## src/rtl/stripe_lane_scheduler.sv

```systemverilog
// rtl/stripe_lane_scheduler.sv - FIFO-buffered two-lane alternating dispatcher with odd-packet padding
module stripe_lane_scheduler #(
    parameter int          DEPTH     = 4,
    parameter logic [31:0] IDLE_WORD = 32'hBCBCBCBC
) (
    input  logic                     clk_2f,
    input  logic                     reset,
    input  logic [31:0]              data_in,
    input  logic                     valid_in,
    output logic                     ready_out,
    input  logic                     flush,
    output logic [31:0]              lane_0,
    output logic                     valid_0,
    input  logic                     ready_0,
    output logic [31:0]              lane_1,
    output logic                     valid_1,
    input  logic                     ready_1,
    output logic [$clog2(DEPTH):0]   fifo_count,
    output logic                     drop_err
);

    localparam int AW = $clog2(DEPTH);
    localparam int CW = AW + 1;
    localparam logic [CW-1:0] L_DEPTH = CW'(DEPTH);

    typedef enum logic [1:0] {IDLE0, SEND0, IDLE1, SEND1} state_t;

    logic [31:0]   r_mem [DEPTH];
    logic [AW-1:0] r_wr_ptr;
    logic [AW-1:0] r_rd_ptr;
    logic [CW-1:0] r_count;
    logic          r_flush_pending;
    logic          r_drop_err;
    logic [31:0]   r_lane_0;
    logic [31:0]   r_lane_1;
    logic          r_valid_0;
    logic          r_valid_1;
    state_t        r_state;

    logic          w_empty;
    logic          w_ready;
    logic          w_push;
    logic          w_pop;
    logic [31:0]   w_head;

    assign w_empty = (r_count == '0);
    assign w_ready = (r_count < L_DEPTH) && !r_flush_pending;
    assign w_push  = valid_in && w_ready;
    assign w_head  = r_mem[r_rd_ptr];

    // Every state that can load a lane pops whenever data is waiting.
    assign w_pop = !w_empty &&
                   ((r_state == IDLE0) || (r_state == IDLE1) ||
                    ((r_state == SEND0) && ready_0) ||
                    ((r_state == SEND1) && ready_1));

    assign ready_out  = w_ready;
    assign lane_0     = r_lane_0;
    assign lane_1     = r_lane_1;
    assign valid_0    = r_valid_0;
    assign valid_1    = r_valid_1;
    assign fifo_count = r_count;
    assign drop_err   = r_drop_err;

    always_ff @(posedge clk_2f) begin
        if (w_push) begin
            r_mem[r_wr_ptr] <= data_in;
        end
    end

    always_ff @(posedge clk_2f) begin
        if (reset) begin
            r_wr_ptr        <= '0;
            r_rd_ptr        <= '0;
            r_count         <= '0;
            r_flush_pending <= 1'b0;
            r_drop_err      <= 1'b0;
            r_lane_0        <= '0;
            r_lane_1        <= '0;
            r_valid_0       <= 1'b0;
            r_valid_1       <= 1'b0;
            r_state         <= IDLE0;
        end else begin
            if (w_push) begin
                r_wr_ptr <= r_wr_ptr + AW'(1);
            end
            if (w_pop) begin
                r_rd_ptr <= r_rd_ptr + AW'(1);
            end
            r_count <= r_count + CW'(w_push) - CW'(w_pop);
            if (valid_in && !w_ready) begin
                r_drop_err <= 1'b1;
            end
            // A clear by the FSM below overrides a redundant flush pulse.
            if (flush) begin
                r_flush_pending <= 1'b1;
            end

            case (r_state)
                IDLE0: begin
                    if (!w_empty) begin
                        r_lane_0  <= w_head;
                        r_valid_0 <= 1'b1;
                        r_state   <= SEND0;
                    end else if (r_flush_pending) begin
                        r_flush_pending <= 1'b0;
                    end
                end
                SEND0: begin
                    if (ready_0) begin
                        r_lane_0  <= '0;
                        r_valid_0 <= 1'b0;
                        if (!w_empty) begin
                            r_lane_1  <= w_head;
                            r_valid_1 <= 1'b1;
                            r_state   <= SEND1;
                        end else begin
                            r_state <= IDLE1;
                        end
                    end
                end
                IDLE1: begin
                    if (!w_empty) begin
                        r_lane_1  <= w_head;
                        r_valid_1 <= 1'b1;
                        r_state   <= SEND1;
                    end else if (r_flush_pending) begin
                        r_lane_1        <= IDLE_WORD;
                        r_valid_1       <= 1'b1;
                        r_flush_pending <= 1'b0;
                        r_state         <= SEND1;
                    end
                end
                SEND1: begin
                    if (ready_1) begin
                        r_lane_1  <= '0;
                        r_valid_1 <= 1'b0;
                        if (!w_empty) begin
                            r_lane_0  <= w_head;
                            r_valid_0 <= 1'b1;
                            r_state   <= SEND0;
                        end else begin
                            r_state <= IDLE0;
                        end
                    end
                end
                default: r_state <= IDLE0;
            endcase
        end
    end

endmodule

```

## config.mk

```make
export PLATFORM = sky130hd
export DESIGN_NAME = stripe_lane_scheduler
export DESIGN_NICKNAME = d
export VERILOG_FILES = /design/src/rtl/stripe_lane_scheduler.sv
export SDC_FILE = /design/constraint.sdc
export NUM_CORES = 1
export LEC_CHECK = 0
export BUFFER_PORTS_ARGS = -buffer_cell sky130_fd_sc_hd__buf_4
export CORE_MARGIN = 2
export CORE_UTILIZATION = 48
export CTS_BUF_LIST = sky130_fd_sc_hd__clkbuf_8 sky130_fd_sc_hd__clkbuf_16
export DETAILED_ROUTE_END_ITERATION = 10
export PLACE_DENSITY_LB_ADDON = 0.05
export SETUP_SLACK_MARGIN = 0.2
export SLEW_MARGIN = 20
export SYNTH_ARGS = -nofsm -noshare
export SYNTH_HDL_FRONTEND = slang
export SYNTH_SLANG_ARGS = --single-unit
```

## constraint.sdc

```tcl
create_clock -name clk_2f -period 2.3 [get_ports clk_2f]
set_input_delay 0.23 -clock clk_2f [delete_from_list [all_inputs] [get_ports clk_2f]]
set_output_delay 0.23 -clock clk_2f [all_outputs]
set_load 0.03 [all_outputs]
```

# Word-level counts from Yosys, hierarchy flattened
# Memories as Yosys holds them, arrays and structs flattened. A register that Yosys moved wholly into a read port is not among the register bits.
# Cells that the tools add are included.
word_totals:
  word_cells: 80
  ff_bits: 77
  ram_bits: 128
  latch_bits: 0
  output_inout_bits: 71
  n_memories: 1
  input_bits: 38
  rom_bits: 0
mem_list:
  columns: ["memory", "words", "word_bits", "read_ports", "rd_ports_with_merged_regs", "wr", "line", "source"]
  rows:
  - ["r_mem", 4, 32, 1, 1, 1, "28", "logic [31:0] r_mem [DEPTH];"]
classes:
  n_eq_ne: 8
  multipliers: 0
  n_div: 0
  n_bitwise: 0
  shifts: 0
  reduce_logical: 20
  magnitude_cmp: 1
  muxes: 36
  addsub: 4
ops:
  columns: ["op", "count"]
  rows:
  - ["32-bit 2-to-1 mux", 8]
  - ["32-bit case mux with 3 select lines", 2]
  - ["1-bit 2-to-1 mux", 16]
  - ["2-bit 2-to-1 mux", 7]
  - ["2-bit != test (second input constant)", 4]
  - ["2-bit case mux with 4 select lines", 1]
  - ["1-bit logical AND", 6]
  - ["1-bit case mux with 3 select lines", 2]
  - ["3-bit nonzero test", 2]
  - ["5-bit AND reduction", 1]
  - ["2-bit by 1-bit adder with 2-bit output (second input constant)", 2]
  - ["2-bit equality test (second input constant)", 2]
  - ["4-bit AND reduction", 1]
  - ["3-bit by 1-bit adder with 3-bit output", 1]
  - ["1-bit zero test", 3]
  - ["3-bit zero test", 1]
  - ["1-bit logical OR", 3]
  - ["3-bit less-than comparator (second input constant)", 1]
  - ["3-bit != test (second input constant)", 1]
  - ["3-bit AND reduction", 1]
  - ["3-bit by 1-bit subtractor with 3-bit output", 1]
  - ["2-bit by 1-bit equality test with 1-bit output (second input constant)", 1]
  - ["2-bit zero test", 1]
  - ["2-bit OR reduction", 1]

# Longest topological paths before layout
depth:
  depth_word: 7
  depth_mapped: 12
  ltp_nobuf: 12

# Least setup slack after synthesis
# Ideal clock, no wire load.
synth_timing:
  kind: "register to register"
  start: "reg r_count[2] (netlist: fifo_count[2])"
  end: "reg r_count[2] (netlist: fifo_count[2])"
  stages_incl_launch_ff: 12
  setup_time_ps: 128
  slack_ps: -401
  required_ps: 2172
  period_less_slack_ps: 2701
  arrival_time_ps: 2574
  path_buffers: 0
  cell_sequence: "dfxtp_1 -> nor2_1 -> and2_1 -> inv_1 -> ha_1 -> inv_1 -> ha_1 -> inv_1 -> fa_1 -> xor2_1 -> xnor2_1 -> nor2_1"
synth_via:
  elab_chain_cells: 5
  elab_cells_between_ends: 8
  cone_classes: "2 x add/sub; 1 x order compare; 5 x reduce/logical"
synth_rtl:
  columns: ["element", "line", "source"]
  rows:
  - ["from (decl)", "31", "logic [CW-1:0] r_count;"]
  - ["from (signal assigned)", "90", "r_count <= r_count + CW'(w_push) - CW'(w_pop);"]
  - ["3-bit less-than comparator", "47", "assign w_ready = (r_count < L_DEPTH) && !r_flush_pending;"]
  - ["1-bit logical AND", "47", null]
  - ["named net ready_out", "10", "output logic ready_out,"]
  - ["1-bit logical AND", "48", "assign w_push = valid_in && w_ready;"]
  - ["3-bit by 1-bit adder with 3-bit output", "90", null]
  - ["3-bit by 1-bit subtractor with 3-bit output", "90", null]
# The timed path passes the listed nets, and every way through them passes these cells.
# A chain may end at the register's enable or synchronous reset.

# Worst setup path after layout
layout_timing:
  start: "reg r_state[0]"
  end: "reg r_count[2] (netlist: fifo_count[2])"
layout_via:
  elab_chain_cells: 6
  elab_cells_between_ends: 11
  cone_classes: "1 x add/sub; 3 x eq/ne; 7 x reduce/logical"
layout_rtl:
  columns: ["element", "line", "source"]
  rows:
  - ["from (decl)", "38", "state_t r_state;"]
  - ["from (signal assigned)", "82", "r_state <= IDLE0;"]
  - ["from (signal assigned)", "104", "r_state <= SEND0;"]
  - ["from (signal assigned)", "116", "r_state <= SEND1;"]
  - ["2-bit equality test, or another cell as far along", "53", "((r_state == IDLE0) || (r_state == IDLE1) ||"]
  - ["1-bit logical OR or 1-bit logical AND (tied branches)", "53, 54", null]
  - ["1-bit logical OR", "53", null]
  - ["1-bit logical OR *", "54", "((r_state == SEND0) && ready_0) ||"]
  - ["1-bit logical AND *", "52", "assign w_pop = !w_empty &&"]
  - ["named net w_pop", "43", "logic w_pop;"]
  - ["3-bit by 1-bit subtractor with 3-bit output *", "90", null]
# Mark *: on every way through the listed nets, which the timed path passes. The rest lies on a longest branch.

==> impl_metrics.toml <==
[layout]
drive_gt1_frac = 0.363
fillCellCount = 1144
synthToLayoutAreaGrowth_pct = 32.2
nets = 670
layout.cells.most_common = "edfxtp_1"
final_cell_mix = "edfxtp_1 (128), buf_4 (122), dfxtp_1 (74), a22o_1 (44), dlygate4sd3_1 (34)"
antenna_cells = 0
fin_area_sq_um = 10000

[power]
p_leak_nw = 3.76
peakVddDrop_v = 0.000868
power_density_nw_per_um2 = 1380
total_power_w = 0.0138

[timing]
fin_ws_ns = 0.0582
finalClockSkew_ns = 0.00998
grt_setup_unrepaired = "true"
hold_violations = 0
fin_crit_ns = 2.24
min_period_over_period = 0.975
setup_viol = 0
maxSlewHeadroom = 0.685
worst_pin_slew_ns = 0.470
slew_viol_final = 0
max_freq_mhz = 446

[worst_setup_path]
worstReg2RegStart = "r_state[0]"
critPathTopFamily = "adder cells"
cp_cell_sequence = "ha_2 -> a211oi_4 -> a21oi_2 -> ha_1 -> inv_1 -> ha_1 -> inv_1 -> fa_2 -> xor2_1 -> xnor2_1 -> nor2_1"
cp_data_arrival_time_ns = 2.61
rr_worst_depth = 11
crit_required_ns = 2.67
start_kind = "flop"
worstSetupEndpointType = "flop"
cp_slowest_cell = "dfxtp_4"
max_stage_delay_ns = 0.36
crit_start = "r_state[0]"
crit_buf_inv = 2
worstSetupPathType = "reg -> reg"
cp_num_cells = 11
cp_max_fo = 4

[clock_network]
clock-root-buffer = "clkbuf_16"
clk_pin_slew_ns = 0.06
clk_latency_ns = 0.50
cts_htree_levels = 1
max-clock-path-buffers = 3
cts_buffers = 22
cts_tree = "yes"
cts_sinks = 207

[floorplanning]
core_area_sq_um = 15300
die_area_sq_um = 16800
ios = 109
fp.dieH_microns = 130
placementRows = 45
initial_core_util = 0.495
dieWidth_microns = 130

[logic_synthesis]
syn_nets = 501
synth_edf_count = 128
ys_seq_elements = 207
yosys-top-cells-area = "edfxtp_1 (51%), dfxtp_1 (21%), mux4_2 (9.5%), a22o_1 (5.1%), ha_1 (1.8%)"
syn_area_per_cell_sq_um = 16.8
yosysTopAreaCellShare = 0.507
yosysTopAreaCell = "edfxtp_1"
ys_types = 40
yosysWarnings = 0
async_flop_share = 0
synth-main-ff-cell = "edfxtp_1"
syn-cell-area_sq_um = 7570
netlist_instances = 451
synth_seq_area_share = 0.716

[routing]
route.detailed.drc = 0
vias = 4541
finalWirelength_microns = 16700
viasPerCell = 5.37
drt-initial-drc-count = 252
antenna_left = 0
drt-pass1-iter-count = 4
wl_per_cell_microns = 19.8

[min_path]
holdCritPathClass = "in -> reg"
holdPathStages = 2
hp-start = "reset"

[grt]
grt_pass1_vias = 4651
grt_antenna_before_repair = 0
grt_max_degree = 40
grt_remaining_overflow = 0
grt_first_pass_wirelength_microns = 25400
track_usage = 0.199

[job]
drv_cap = 0

[placed_design]
dpl-instance-area_sq_um = 8870
dp_slack_ns = 0.000652
port_buffers = 108
dp_hpwl_microns = 9900
gp_congestion = 0.781

[status]
outcome = "complete, no violations"
-- layout make-up --
class / count / area (sq um) / area share
repair buffers: 170 / 1510 / 0.150
well taps: 211 / 264 / 0.0264
clock inverters: 14 / 70.1 / 0.00700
multi-input cells: 203 / 2090 / 0.209
inverters: 16 / 65.1 / 0.00650
flip-flops and latches: 207 / 5440 / 0.543
clock buffers: 24 / 578 / 0.0577
-- kinds of logic (layout without fill, tap and decap cells) --
| group | after synthesis | after routing | share of synthesized area |
|---|---|---|---|
| flops | 207 | 207 | 0.716 |
| buf+inv | 41 | 224 | 0.0228 |
| mux | 32 | 32 | 0.0951 |
| xor+xnor | 5 | 5 | 0.00578 |
| simple gates | 56 | 56 | 0.0387 |
| compound gates | 98 | 98 | 0.101 |
| fa+ha+maj | 12 | 12 | 0.0208 |
-- per-stage QoR --
step / hold slack [ns] / util / std cells / TNS, ns
final: 0.176 / 0.654 / 845 / 0
after global routing: 0.186 / 0.654 / 845 / -0.0783
after CTS: 0.152 / 0.647 / 840 / 0
after detailed placement: 0.432 / 0.579 / 766 / 0
after global placement: 0.428 / 0.579 / 766 / 0
after floorplan: 0.329 / - / 451 / 0
-- power by group --
part	switching (W)	internal, W	total (W)
clock	0.00135	0.00180	0.00314
sequential	0.000470	0.00473	0.00520
combinational	0.00310	0.00240	0.00549
-- state kept, by name (all words and copies together), names as in the netlist, named ones only --
register	cells
drop_err	1
r_state	2
r_mem	128
valid_1	1
valid_0	1
r_wr_ptr	2
lane_0	32
r_rd_ptr	2
r_flush_pending	1
lane_1	32
fifo_count	3
-- path summary, 6_finish.rpt --
| check | slack (ns) | end |
|---|---|---|
| worst max-delay path | 0.06 | fifo_count[2] |
| worst min-delay path | 0.18 | drop_err |
| worst min register to register | 0.47 | drop_err |
| worst max register to register | 0.06 | fifo_count[2] |
-- repair_timing --
action / CTS / global route
resized for setup: 7 / 15
hold buffers: 34 / 0
pin swaps: 3 / 4
endpoints found under the setup margin: 34 / 62
setup buffers: 2 / 3
cloned: 0 / 2
endpoints found under the hold margin: 130 / 0
-- cells in the mapped netlist (2+ instances only) --
library cell,instances
a211oi_1,17
a21oi_1,22
a22o_1,44
and2_1,2
and3_1,4
buf_2,12
clkbuf_1,11
dfxtp_1,79
edfxtp_1,128
ha_1,11
inv_1,16
mux4_2,32
nand2_1,14
nand2b_1,2
nor2_1,19
nor2b_1,3
o211ai_1,2
o21ai_0,2
o32ai_1,7
xnor2_1,4
-- routing by layer --
metal | up-vias | track usage | share of wire
met5 | - | 0 | 0
met4 | 0 | 0.0474 | 0.018
met3 | 21 | 0.0355 | 0.041
met2 | 119 | 0.331 | 0.49
met1 | 2292 | 0.276 | 0.45
li1 | 2109 | - | -
No activity file was read; power rests on OpenSTA's default activity.
